===== config.mk =====
export PLATFORM = sky130hd
export DESIGN_NAME = alu_decode_exec
export DESIGN_NICKNAME = d
export VERILOG_FILES = /design/src/rtl/alu_decode_exec_pkg.sv /design/src/rtl/alu_insn_decode.sv /design/src/rtl/alu_decode_exec.sv
export SDC_FILE = /design/constraint.sdc
export NUM_CORES = 1
export LEC_CHECK = 0
export CORE_UTILIZATION = 30
export DETAILED_ROUTE_END_ITERATION = 10
export GPL_TIMING_DRIVEN = 0
export SETUP_SLACK_MARGIN = 0.1
export SLEW_MARGIN = 5
export SYNTH_ARGS = -nofsm -noshare
export SYNTH_HDL_FRONTEND = slang
export SYNTH_SLANG_ARGS = --single-unit
export TNS_END_PERCENT = 1

===== constraint.sdc =====
create_clock -name clk -period 7.6 [get_ports clk]
set_input_delay 0.76 -clock clk [delete_from_list [all_inputs] [get_ports clk]]
set_output_delay 0.76 -clock clk [all_outputs]
set_load 0.005 [all_outputs]

===== src/rtl/alu_decode_exec_pkg.sv =====
// Shared definitions for the ALU decode/execute block: opcode, funct3 and funct7
// constants, FSM state encodings and the one-hot operation flag indices.
package alu_decode_exec_pkg;

    localparam logic [6:0] OPC_OP     = 7'b0110011;
    localparam logic [6:0] OPC_OPIMM  = 7'b0010011;
    localparam logic [6:0] OPC_BRANCH = 7'b1100011;

    localparam logic [2:0] F3_ADD  = 3'b000;
    localparam logic [2:0] F3_SLL  = 3'b001;
    localparam logic [2:0] F3_SLT  = 3'b010;
    localparam logic [2:0] F3_SLTU = 3'b011;
    localparam logic [2:0] F3_XOR  = 3'b100;
    localparam logic [2:0] F3_SR   = 3'b101;
    localparam logic [2:0] F3_OR   = 3'b110;
    localparam logic [2:0] F3_AND  = 3'b111;

    localparam logic [2:0] F3_BEQ  = 3'b000;
    localparam logic [2:0] F3_BNE  = 3'b001;
    localparam logic [2:0] F3_BLT  = 3'b100;
    localparam logic [2:0] F3_BGE  = 3'b101;
    localparam logic [2:0] F3_BLTU = 3'b110;
    localparam logic [2:0] F3_BGEU = 3'b111;

    localparam logic [6:0] F7_BASE = 7'b0000000;
    localparam logic [6:0] F7_ALT  = 7'b0100000;

    typedef enum logic [1:0] {
        ST_IDLE  = 2'd0,
        ST_SHIFT = 2'd1,
        ST_DONE  = 2'd2
    } state_t;

    localparam int OP_ADD  = 0;
    localparam int OP_SUB  = 1;
    localparam int OP_SLL  = 2;
    localparam int OP_SLT  = 3;
    localparam int OP_SLTU = 4;
    localparam int OP_XOR  = 5;
    localparam int OP_SRL  = 6;
    localparam int OP_SRA  = 7;
    localparam int OP_OR   = 8;
    localparam int OP_AND  = 9;
    localparam int OP_BEQ  = 10;
    localparam int OP_BNE  = 11;
    localparam int OP_BLT  = 12;
    localparam int OP_BGE  = 13;
    localparam int OP_BLTU = 14;
    localparam int OP_BGEU = 15;
    localparam int N_OPS   = 16;

    typedef logic [N_OPS-1:0] op_flags_t;

endpackage


===== src/rtl/alu_insn_decode.sv =====
// Combinational RV32I OP / OP-IMM / BRANCH decoder producing one-hot operation
// flags, the sign-extended immediate and the immediate shift amount.
module alu_insn_decode
    import alu_decode_exec_pkg::*;
(
    input  logic [31:0] insn,
    output op_flags_t   instr,
    output logic        use_imm,
    output logic [31:0] imm,
    output logic [4:0]  shamt,
    output logic        illegal
);

    logic [6:0] opcode;
    logic [2:0] funct3;
    logic [6:0] funct7;
    logic       unused_fields;

    assign opcode = insn[6:0];
    assign funct3 = insn[14:12];
    assign funct7 = insn[31:25];
    // Register specifiers are resolved upstream; only the operand values arrive here.
    assign unused_fields = ^{insn[19:15], insn[11:7]};

    always_comb begin
        instr   = '0;
        use_imm = 1'b0;
        illegal = 1'b0;
        imm     = {{20{insn[31]}}, insn[31:20]};
        shamt   = insn[24:20];
        case (opcode)
            OPC_OP: begin
                if (funct7 == F7_BASE) begin
                    case (funct3)
                        F3_ADD:  instr[OP_ADD]  = 1'b1;
                        F3_SLL:  instr[OP_SLL]  = 1'b1;
                        F3_SLT:  instr[OP_SLT]  = 1'b1;
                        F3_SLTU: instr[OP_SLTU] = 1'b1;
                        F3_XOR:  instr[OP_XOR]  = 1'b1;
                        F3_SR:   instr[OP_SRL]  = 1'b1;
                        F3_OR:   instr[OP_OR]   = 1'b1;
                        default: instr[OP_AND]  = 1'b1;
                    endcase
                end else if (funct7 == F7_ALT && funct3 == F3_ADD) begin
                    instr[OP_SUB] = 1'b1;
                end else if (funct7 == F7_ALT && funct3 == F3_SR) begin
                    instr[OP_SRA] = 1'b1;
                end else begin
                    illegal = 1'b1;
                end
            end
            OPC_OPIMM: begin
                use_imm = 1'b1;
                case (funct3)
                    F3_ADD:  instr[OP_ADD]  = 1'b1;
                    F3_SLT:  instr[OP_SLT]  = 1'b1;
                    F3_SLTU: instr[OP_SLTU] = 1'b1;
                    F3_XOR:  instr[OP_XOR]  = 1'b1;
                    F3_OR:   instr[OP_OR]   = 1'b1;
                    F3_AND:  instr[OP_AND]  = 1'b1;
                    F3_SLL: begin
                        if (funct7 == F7_BASE) instr[OP_SLL] = 1'b1;
                        else                   illegal = 1'b1;
                    end
                    default: begin
                        if (funct7 == F7_BASE)     instr[OP_SRL] = 1'b1;
                        else if (funct7 == F7_ALT) instr[OP_SRA] = 1'b1;
                        else                       illegal = 1'b1;
                    end
                endcase
            end
            OPC_BRANCH: begin
                case (funct3)
                    F3_BEQ:  instr[OP_BEQ]  = 1'b1;
                    F3_BNE:  instr[OP_BNE]  = 1'b1;
                    F3_BLT:  instr[OP_BLT]  = 1'b1;
                    F3_BGE:  instr[OP_BGE]  = 1'b1;
                    F3_BLTU: instr[OP_BLTU] = 1'b1;
                    F3_BGEU: instr[OP_BGEU] = 1'b1;
                    default: illegal = 1'b1;
                endcase
            end
            default: illegal = 1'b1;
        endcase
    end

endmodule


===== src/rtl/alu_decode_exec.sv =====
// Integer ALU front end: accepts an instruction with operands, decodes and executes
// it (optionally with a serial shifter), and returns a registered result.
//
// state    | meaning
// ---------+-----------------------------------------------------------
// ST_IDLE  | in_ready high; waiting for an instruction
// ST_SHIFT | serial shift in progress (4 bits/cycle, then 1 bit/cycle)
// ST_DONE  | out_valid high; result held until out_ready
module alu_decode_exec
    import alu_decode_exec_pkg::*;
#(
    parameter int BARREL_SHIFTER = 0
) (
    input  logic        clk,
    input  logic        resetn,
    input  logic        in_valid,
    output logic        in_ready,
    input  logic [31:0] in_insn,
    input  logic [31:0] in_rs1,
    input  logic [31:0] in_rs2,
    output logic        out_valid,
    input  logic        out_ready,
    output logic [31:0] out_result,
    output logic        out_branch_taken,
    output logic        out_illegal
);

    state_t      state, state_nxt;
    op_flags_t   instr;
    logic        use_imm, illegal;
    logic [31:0] imm;
    logic [4:0]  dec_shamt;

    logic [31:0] op2, res;
    logic [4:0]  sh_amt;
    logic        taken, is_shift, go_shift, accept;
    logic        lt, ltu, eq;

    logic [31:0] sh_val, sh_nxt;
    logic [4:0]  cnt, cnt_nxt;
    logic        sh_left, sh_arith, step4;

    alu_insn_decode u_decode (
        .insn    (in_insn),
        .instr   (instr),
        .use_imm (use_imm),
        .imm     (imm),
        .shamt   (dec_shamt),
        .illegal (illegal)
    );

    assign in_ready  = (state == ST_IDLE);
    assign out_valid = (state == ST_DONE);
    assign accept    = in_valid && in_ready;

    always_comb begin
        op2    = use_imm ? imm : in_rs2;
        sh_amt = use_imm ? dec_shamt : in_rs2[4:0];
        lt     = $signed(in_rs1) < $signed(op2);
        ltu    = in_rs1 < op2;
        eq     = in_rs1 == op2;
        taken  = (instr[OP_BEQ] & eq) | (instr[OP_BNE] & ~eq) |
                 (instr[OP_BLT] & lt) | (instr[OP_BGE] & ~lt) |
                 (instr[OP_BLTU] & ltu) | (instr[OP_BGEU] & ~ltu);
        res = '0;
        if (instr[OP_ADD])  res = in_rs1 + op2;
        if (instr[OP_SUB])  res = in_rs1 - op2;
        if (instr[OP_SLL])  res = in_rs1 << sh_amt;
        if (instr[OP_SRL])  res = in_rs1 >> sh_amt;
        if (instr[OP_SRA])  res = 32'($signed(in_rs1) >>> sh_amt);
        if (instr[OP_SLT])  res = {31'b0, lt};
        if (instr[OP_SLTU]) res = {31'b0, ltu};
        if (instr[OP_XOR])  res = in_rs1 ^ op2;
        if (instr[OP_OR])   res = in_rs1 | op2;
        if (instr[OP_AND])  res = in_rs1 & op2;
        if (|instr[OP_BGEU:OP_BEQ]) res = {31'b0, taken};
    end

    assign is_shift = instr[OP_SLL] | instr[OP_SRL] | instr[OP_SRA];
    assign go_shift = (BARREL_SHIFTER == 0) && is_shift && (sh_amt != 5'd0);

    always_comb begin
        step4   = (cnt >= 5'd4);
        cnt_nxt = cnt - (step4 ? 5'd4 : 5'd1);
        if (sh_left)
            sh_nxt = step4 ? {sh_val[27:0], 4'b0} : {sh_val[30:0], 1'b0};
        else if (sh_arith)
            sh_nxt = step4 ? {{4{sh_val[31]}}, sh_val[31:4]} : {sh_val[31], sh_val[31:1]};
        else
            sh_nxt = step4 ? {4'b0, sh_val[31:4]} : {1'b0, sh_val[31:1]};
    end

    always_comb begin
        state_nxt = state;
        case (state)
            ST_IDLE:  if (accept) state_nxt = go_shift ? ST_SHIFT : ST_DONE;
            ST_SHIFT: if (cnt_nxt == 5'd0) state_nxt = ST_DONE;
            ST_DONE:  if (out_ready) state_nxt = ST_IDLE;
            default:  state_nxt = ST_IDLE;
        endcase
    end

    always_ff @(posedge clk or negedge resetn) begin
        if (!resetn) state <= ST_IDLE;
        else         state <= state_nxt;
    end

    // Working shift register is kept apart from out_result so the previous
    // result stays visible until the new one is complete.
    always_ff @(posedge clk or negedge resetn) begin
        if (!resetn) begin
            sh_val           <= '0;
            cnt              <= '0;
            sh_left          <= 1'b0;
            sh_arith         <= 1'b0;
            out_result       <= '0;
            out_branch_taken <= 1'b0;
            out_illegal      <= 1'b0;
        end else if (accept) begin
            sh_val   <= in_rs1;
            cnt      <= go_shift ? sh_amt : 5'd0;
            sh_left  <= instr[OP_SLL];
            sh_arith <= instr[OP_SRA];
            if (!go_shift) begin
                out_result       <= res;
                out_branch_taken <= taken;
                out_illegal      <= illegal;
            end
        end else if (state == ST_SHIFT) begin
            sh_val <= sh_nxt;
            cnt    <= cnt_nxt;
            if (cnt_nxt == 5'd0) begin
                out_result       <= sh_nxt;
                out_branch_taken <= 1'b0;
                out_illegal      <= 1'b0;
            end
        end
    end

endmodule

==> impl_metrics.csv <==
group,metric,value,unit
sta,tns,0,ns
layout,final_common_cell,"nand2_1",
synth,netlist_instances,2164,
synth,synth_warnings,0,
floorplan,start_util,30.44,%
synth,ys_seq_area_share,12.57,%
clock_network,clk_latency,0.37,ns
critical_path,r2r_setup_slack,2.07,ns
sta,hold_viol_final,0,
critical_path,path_max_fanout,10,
route,first_iter_violations,3510,
run,drv_cap,0,
route,antenna_left,0,
clock_network,clk_pin_slew,0.07,ns
clock_network,ctsLongestPathBuffers,2,
synth,synth_edf_count,0,
floorplan,core_area,49050,sq um
synth,syn_avg_cell_area,6.899,sq um
route,wl_per_cell,41.12,um
sta,setup-violations-final,0,
run_status,status,"finished clean",
layout,fin_nets,2494,
sta,fmax,133.4,MHz
grt,antenna_found_initial,9,
grt,grt_max_degree,58,
grt,grt_pass1_vias,19269,
sta,slew_violations,0,
min_path,hold_class,"in -> async",
critical_path,r2r_end,"out_result[10]",
route,via_count,20893,
sta,relSlewSlack,4.493,%
placement,place.gp.congestion,1.146,
critical_path,cp_data_required_time,7.79,ns
sta,rsz0062_at_grt,"yes",
clock_network,cts_root_buf,"clkbuf_16",
sta,period_needed,7.496,ns
synth,synth-async-reset-ratio,100.0,%
route,drc,0,
layout,post-route-util,35.50,%
floorplan,fp.dieArea,50660,sq um
route,wl,122300,um
synth,synth_seq_cells,75,
clock_network,numCtsBuffers,9,
layout,syn_to_final_growth,16.64,%
synth,yosysTopAreaCell,"dfrtp_1",
synth,synth_ff_type,"dfrtp_1",
placement,hpwl,98950,um
sta,worst_slew_pin_slew,1.396,ns
grt,grt.total_usage,47.37,%
grt,grt_pass1_wl,164000,um
floorplan,die_y,225.1,um
critical_path,start_kind,"input port",
placement,io_buffers,123,
layout,nFillCells,5441,
clock_network,h-tree-depth,3,
power,p_leak,6.790,nW
layout,seq_area,1877,sq um
layout,layout_common_cells,"nand2_1, a21oi_1, o21ai_0",
clock_network,cts_setup_buffers,0,
synth,synth.top_cell.area_share,12.57,%
critical_path,end_kind,"register",
clock_network,cts_tree,"yes",
clock_network,clock_sinks,75,
synth,syn-cell-area,14930,sq um
critical_path,worstSetupPathType,"in -> reg",
floorplan,io_pins,136,
critical_path,crit_arrival,7.69,ns
sta,hold_slack,0.2683,ns
critical_path,rr_worst_depth,15,
route,firstDrtPassIters,7,
synth,synthTopCellsByArea,"dfrtp_1, ha_1, a21oi_1, o21ai_0, nand2_1",
layout,drive_gt1_share,7.378,%
synth,synth_cell_types,96,
floorplan,rows,81,
power,irDropWorstVdd,94.63,uV
route,vias_per_cell,7.023,
sta,clock-skew-final,0.009363,ns
floorplan,die_w,225.1,um
grt,overflow,0,
power,p_per_area,148.9,nW/um^2
sta,timing.final.crit_share,98.64,%
critical_path,reg2reg_from,"cnt[3]",
layout,multi_input_area,12000,sq um
synth,syn_nets,2359,
## final cells by class
cell class / instances / area share [%]
Antenna cell: 7 / 0.1006
Timing Repair Buffer: 125 / 7.257
Tap cell: 664 / 4.771
Clock inverter: 6 / 0.5605
Sequential cell: 75 / 10.78
Multi-Input combinational cell: 1820 / 68.92
Clock buffer: 10 / 1.315
Inverter: 107 / 2.314
Buffer: 161 / 3.981
## critical path: stages
cell             delay (ns)
clkdlybuf4s50_1        0.56
nor3b_2                0.28
buf_2                  0.26
nand3_1                0.17
and2_1                 0.19
clkinv_1               0.24
clkbuf_1               0.64
clkbuf_1               0.87
ha_1                   0.46
a21oi_1                0.14
o21ai_0                0.29
o2111ai_1              0.62
a21oi_1                0.23
o2111ai_1              0.40
nand2_1                0.12
xnor2_1                0.15
nor2_1                 0.05
a2111oi_1              1.00
o21ai_0                0.24
## cell usage after synthesis (all sizes together), types with 33 or more instances
master    n
mux2i    38
nor2    192
o21ai   216
inv     104
mux4     33
a211oi   53
nand3   107
a31oi    42
a21o     34
ha       94
a22oi    38
clkbuf  104
o211ai   40
dfrtp    75
xnor2    35
buf      58
nand2   231
nor3     63
a21oi   204
## how the worst max path moves through the flow
stage	from	endpoint	slack, ns	depth (start not counted)
global route	in_insn[5]	out_result[23]	0.03	19
finish	in_insn[5]	out_result[23]	0.10	19
detailed placement	in_insn[2]	out_result[23]	-0.50	21
global placement	in_insn[2]	out_result[23]	-0.89	21
floorplan	in_insn[2]	out_result[25]	2.72	18
CTS	in_insn[2]	out_result[23]	0.14	21
## metal layers
metal / up-vias / routed length (um) / global-route usage, %
li1: 8415 / - / -
met1: 10206 / 47350 / 59.53
met2: 1800 / 49670 / 68.61
met3: 458 / 15230 / 15.54
met4: 14 / 9976 / 31.47
met5: - / 92 / 0
## what timing repair did
action / 4_1_cts / 5_1_grt
endpoints found under the setup margin: 5 / 8
resized for setup: 1 / 7
hold endpoints to repair: 0 / 0
hold buffers: 0 / 0
cloned: 0 / 0
## stage by stage
stage                     worst slack, ns  cell area, sq um  instances  power [mW]
after floorplan                     2.722             14930       2164       1.286
after global placement            -0.8912             16990       2951       1.995
after detailed placement          -0.4993             17060       2953       1.996
after CTS                          0.1361             17380       2969       2.505
after global routing              0.02503             17400       2968       2.647
final                              0.1035             17410       2975       2.592
## logic make-up (layout without fill, tap and decap cells)
group                      Yosys count  after routing  synth area share (%)
muxes                               94             94                 9.261
buffers and inverters              269            409                 7.300
DFF                                 75             75                 12.57
and+or+nand+nor                    743            743                 23.26
AOI/OAI and AO/OA                  840            840                 36.78
xor gates and xnor gates            48             48                 2.816
other                                0              7                     0
adders and majority gates           95             95                 8.012
## sequential cells by signal, indices dropped and copies added, names as in the netlist
register          cells
out_branch_taken      1
out_illegal           1
sh_val               32
cnt                   5
out_result           32
sh_left               1
state                 2
sh_arith              1
## report_power, final
group	switching (mW)	internal, mW
Clock	0.219	0.293
Sequential	0.0939	0.481
Combinational	0.999	0.506
Power figures use the tool's default switching activity.
